<file path="src/rtl/audio_sample_accumulator.sv">
// Multichannel PCM sample collector with a fill bank and a published bank.
// Banks are handed to the clk_pixel side with a ready/take toggle pair.
module audio_sample_accumulator #(
    parameter int AUDIO_BIT_WIDTH = 16,
    parameter int CHANNELS = 2,
    parameter int MAX_SAMPLES_PER_PACKET = 4,
    localparam int DEPTH = (CHANNELS == 2) ? MAX_SAMPLES_PER_PACKET : 1
) (
    input  logic                                clk_audio,
    input  logic                                audio_buffer_rst,
    input  logic [CHANNELS*AUDIO_BIT_WIDTH-1:0] audio_sample_word,
    input  logic                                sample_valid,
    input  logic                                take_toggle,
    output logic [DEPTH*CHANNELS*24-1:0]        bank_word,
    output logic [3:0]                          bank_present,
    output logic [2:0]                          bank_count,
    output logic                                bank_ready_toggle,
    output logic [2:0]                          fill_level,
    output logic [7:0]                          overflow_count
);

    localparam int SW = CHANNELS * AUDIO_BIT_WIDTH;
    localparam int LW = CHANNELS * 24;
    localparam logic [2:0] DEPTH_L = 3'(DEPTH);

    typedef enum logic {FREE, PUBLISHED} state_t;

    state_t                  state_q, state_d;
    logic [SW-1:0]           fill_q [DEPTH];
    logic [SW-1:0]           fill_d [DEPTH];
    logic [2:0]              fill_level_q, fill_level_d;
    logic [DEPTH*LW-1:0]     bank_word_q, bank_word_d;
    logic [2:0]              bank_count_q, bank_count_d;
    logic                    ready_q, ready_d;
    logic [7:0]              ovf_q, ovf_d;
    logic                    s1_q, s2_q, s3_q;
    logic                    ack;
    logic                    publish;

    assign ack     = s2_q ^ s3_q;
    assign publish = (state_q == FREE) && (fill_level_q != 3'd0);

    always_ff @(posedge clk_audio or posedge audio_buffer_rst) begin
        if (audio_buffer_rst) state_q <= FREE;
        else                  state_q <= state_d;
    end

    always_comb begin
        state_d = state_q;
        unique case (state_q)
            FREE:      if (publish) state_d = PUBLISHED;
            PUBLISHED: if (ack)     state_d = FREE;
        endcase
    end

    always_comb begin
        fill_d       = fill_q;
        fill_level_d = fill_level_q;
        bank_word_d  = bank_word_q;
        bank_count_d = bank_count_q;
        ready_d      = ready_q;
        ovf_d        = ovf_q;
        if (publish) begin
            for (int k = 0; k < DEPTH; k++) begin
                for (int c = 0; c < CHANNELS; c++) begin
                    bank_word_d[k*LW + c*24 +: 24] =
                        24'(fill_q[k][c*AUDIO_BIT_WIDTH +: AUDIO_BIT_WIDTH]);
                end
            end
            bank_count_d = fill_level_q;
            ready_d      = ~ready_q;
            // coincident sample starts the next bank, never joins this one
            fill_level_d = {2'b00, sample_valid};
            if (sample_valid) fill_d[0] = audio_sample_word;
        end else if (sample_valid) begin
            if (fill_level_q < DEPTH_L) begin
                for (int k = 0; k < DEPTH; k++) begin
                    if (3'(k) == fill_level_q) fill_d[k] = audio_sample_word;
                end
                fill_level_d = fill_level_q + 3'd1;
            end else if (ovf_q != 8'hFF) begin
                ovf_d = ovf_q + 8'd1;
            end
        end
    end

    always_ff @(posedge clk_audio or posedge audio_buffer_rst) begin
        if (audio_buffer_rst) begin
            for (int k = 0; k < DEPTH; k++) fill_q[k] <= '0;
            fill_level_q <= '0;
            bank_word_q  <= '0;
            bank_count_q <= '0;
            ready_q      <= 1'b0;
            ovf_q        <= '0;
            s1_q         <= 1'b0;
            s2_q         <= 1'b0;
            s3_q         <= 1'b0;
        end else begin
            fill_q       <= fill_d;
            fill_level_q <= fill_level_d;
            bank_word_q  <= bank_word_d;
            bank_count_q <= bank_count_d;
            ready_q      <= ready_d;
            ovf_q        <= ovf_d;
            s1_q         <= take_toggle;
            s2_q         <= s1_q;
            s3_q         <= s2_q;
        end
    end

    always_comb begin
        bank_present = '0;
        for (int k = 0; k < DEPTH; k++) begin
            bank_present[k] = (3'(k) < bank_count_q);
        end
    end

    assign bank_word         = bank_word_q;
    assign bank_count        = bank_count_q;
    assign bank_ready_toggle = ready_q;
    assign fill_level        = fill_level_q;
    assign overflow_count    = ovf_q;

endmodule

</file>
<file path="config.mk">
export PLATFORM = sky130hd
export DESIGN_NAME = audio_sample_accumulator
export DESIGN_NICKNAME = d
export VERILOG_FILES = /design/src/rtl/audio_sample_accumulator.sv
export SDC_FILE = /design/constraint.sdc
export NUM_CORES = 1
export LEC_CHECK = 0
export BUFFER_PORTS_ARGS = -buffer_cell sky130_fd_sc_hd__buf_4
export CAP_MARGIN = 40
export CORE_UTILIZATION = 45
export DETAILED_ROUTE_END_ITERATION = 16
export GPL_ROUTABILITY_DRIVEN = 1
export GPL_TIMING_DRIVEN = 0
export PLACE_DENSITY = 0.68
export SKIP_LAST_GASP = 1
export SLEW_MARGIN = 20
export SYNTH_ARGS = -nofsm -noshare
export SYNTH_HDL_FRONTEND = slang
export SYNTH_SLANG_ARGS = --single-unit
</file>
<file path="constraint.sdc">
create_clock -name clk_audio -period 26.9 [get_ports clk_audio]
set_clock_uncertainty 0.05 [all_clocks]
set_input_delay 6.725 -clock clk_audio [delete_from_list [all_inputs] [get_ports clk_audio]]
set_output_delay 6.725 -clock clk_audio [all_outputs]
set_load 0.005 [all_outputs]
</file>
==> reports/qor.yml <==
clock_tree:
  hold_buffers: 0
  max-clock-path-buffers: 3
  h-tree-depth: 1
  clkTransAtPathRegs_ps: 60
  clkLatencyLatePin_ps: 530
  cts_buffers: 29
  clock-sinks: 275
  cts_root_buf: "clkbuf_16"
  cts_resized: 0
  cts_tree: "built"
  cts_setup_buffers: 0
routing:
  via_count: 6116
  routed_wl_microns: 22370
  drt-pass1-iter-count: 4
  antenna_left: 0
  via_per_inst: 4.687
  route.detailed.drc: 0
  drt_iter0_drc: 165
  wl_per_cell_microns: 17.14
yosys:
  yosys-top-cells-area: "dfrtp_1 63%, mux2_2 23%, buf_4 5.0%"
  synth_top_area_share: 0.6303
  synth_largest_area_cell: "dfrtp_1"
  ys.flop_type: "dfrtp_1"
  netlist_instances: 688
  synth_edf_count: 0
  synth-seq-cells: 275
  async_reset_ff_frac: 1.000
  netlist_area_sq_um: 10920
  synth_area_per_cell_sq_um: 15.87
  ys_top_cells_by_count: "275 x dfrtp_1, 226 x mux2_2, 73 x buf_4"
  yosysWarnings: 0
  ys_types: 31
  yosysMostFrequentCell: "dfrtp_1"
  yosysSeqAreaShare: 0.6303
place:
  port_buffers: 182
  place_congestion: 0.7153
  placed_cell_area_sq_um: 12980
  dp_hpwl_microns: 15000
sta:
  tightest_slew_ps: 540.7
  hold_viol_final: 0
  max_freq_mhz: 121.3
  tns_ps: 0
  rsz0062_at_grt: "no"
  setup_viol: 0
  fin_crit_ps: 8245
  period_share: 0.3065
  slew_viol_final: 0
  relSlewSlack: 0.6396
worst_setup_path:
  worstPathCellList: "or3_1 > buf_4"
  cp-end-kind: "output pin"
  critPathBufInv: 1
  cp_slowest_stage_delay_ps: 420
  cp.required_ps: 20120
  critPathTopFamily: "flip-flops"
  critPathMaxFanout: 4
  crit_path_start_kind: "register"
  arrival_ps: 1470
  slowest_stage: "dfrtp_1"
  critPathKind: "register to output pin"
final_layout:
  drive_gt1_frac: 0.5629
  nFillCells: 1890
  fin_nets: 1008
  syn_to_final_growth_pct: 27.71
  final_cell_area_sq_um: 13940
  antennaDiodeCount: 0
floorplanning:
  rows: 56
  die_h_microns: 157.8
  initial_utilization: 0.4624
  die_x_microns: 157.8
  dieArea_sq_um: 24890
  pin_count: 247
  core_area_sq_um: 23610
global_routing:
  grtUsageTotal: 0.1813
  overflow: 0
  grt_pass1_wl_microns: 34660
  antenna_found_initial: 0
  grt_pass1_vias: 6119
  grt_max_degree: 107
power_and_ir_drop:
  ir_worst_vdd_mv: 0.07023
  power_density_nw_per_um2: 125.7
  leakage_nw: 6.741
outcome:
  status: "completed"
worst_hold_path:
  hold_path_class: "register to register"
job:
  maxCapViolations: 0
==> cell usage in the layout, fill, tap and decap left out, drive strengths merged, types with 2 or more instances in the layout <==
cell	Yosys	routed
mux2	261	261
a21oi	6	6
conb	1	64
buf	92	276
ha	6	6
clkbuf	0	44
nand2	7	7
nand3	4	4
nor2	5	5
xnor2	4	4
bufinv	0	2
dfrtp	275	275
a21o	2	2
clkinv	0	5
inv	6	6
o21ai	7	7
==> through the flow <==
step | hold WS [ps] | utilization | worst slack, ps | total power (W) | std cells
after floorplan | 281.2 | - | 12540 | 0.001089 | 751
after global placement | 286.3 | 0.5472 | 9415 | 0.001354 | 1252
after detailed placement | 291.2 | 0.5498 | 18840 | 0.001375 | 1254
after CTS | 304.7 | 0.5905 | 18620 | 0.001780 | 1305
after global routing | 316.5 | 0.5905 | 18590 | 0.001861 | 1305
final | 302.0 | 0.5905 | 18660 | 0.001752 | 1305
==> per-layer routing <==
metal,wire length [microns],global-route usage,vias to the layer above
met1,9727,0.2446,3080
met3,1556,0.04216,34
met2,10720,0.2949,189
met4,368,0.04577,0
met5,0,0,-
li1,-,-,2813
==> cell type report <==
class | instances | area, sq um | area share
Timing Repair Buffer | 184 | 1421 | 0.1019
Clock buffer | 44 | 872.1 | 0.06254
Buffer | 92 | 680.7 | 0.04882
Inverter | 6 | 30.03 | 0.002154
Clock inverter | 7 | 88.84 | 0.006371
Multi-Input combinational cell | 378 | 3570 | 0.2560
Sequential cell | 275 | 6882 | 0.4935
Tap cell | 319 | 399.1 | 0.02863
==> power breakdown <==
| group | internal (W) | switching, W | leakage [nW] | total, W |
|---|---|---|---|---|
| clock | 0.000241 | 0.000156 | 0.477 | 0.000397 |
| combinational | 0.000391 | 0.000243 | 2.93 | 0.000634 |
| sequential | 0.000619 | 0.000102 | 3.33 | 0.000722 |
==> cell families after synthesis <==
kind of cell | after synthesis | share of synthesized area
buf+inv | 98 | 0.06440
other cells | 1 | 0.0003435
flops | 275 | 0.6303
xor+xnor | 5 | 0.004011
mux | 261 | 0.2692
fa+ha+maj | 6 | 0.006876
simple gates | 24 | 0.01353
compound gates | 18 | 0.01134
==> state kept, by name, summed over array words and instances, names as in the netlist <==
register           flops
bank_count             3
bank_ready_toggle      1
bank_word            128
fill_level             3
fill_q               128
overflow_count         8
s1_q                   1
s2_q                   1
s3_q                   1
state_q                1
==> final timing paths <==
check	start	endpoint	slack [ps]	cells past startpoint
setup / recovery	bank_count[0]	bank_present[0]	18660	2
max in group asynchronous	audio_buffer_rst	bank_word[101]	19700	3
setup reg to reg	fill_level[0]	bank_word[75]	24600	6
hold reg to reg	s1_q	s2_q	300	0
min in group asynchronous	audio_buffer_rst	bank_word[75]	6210	2
hold / removal	s1_q	s2_q	300	0
(Power assumes the default switching activity.)
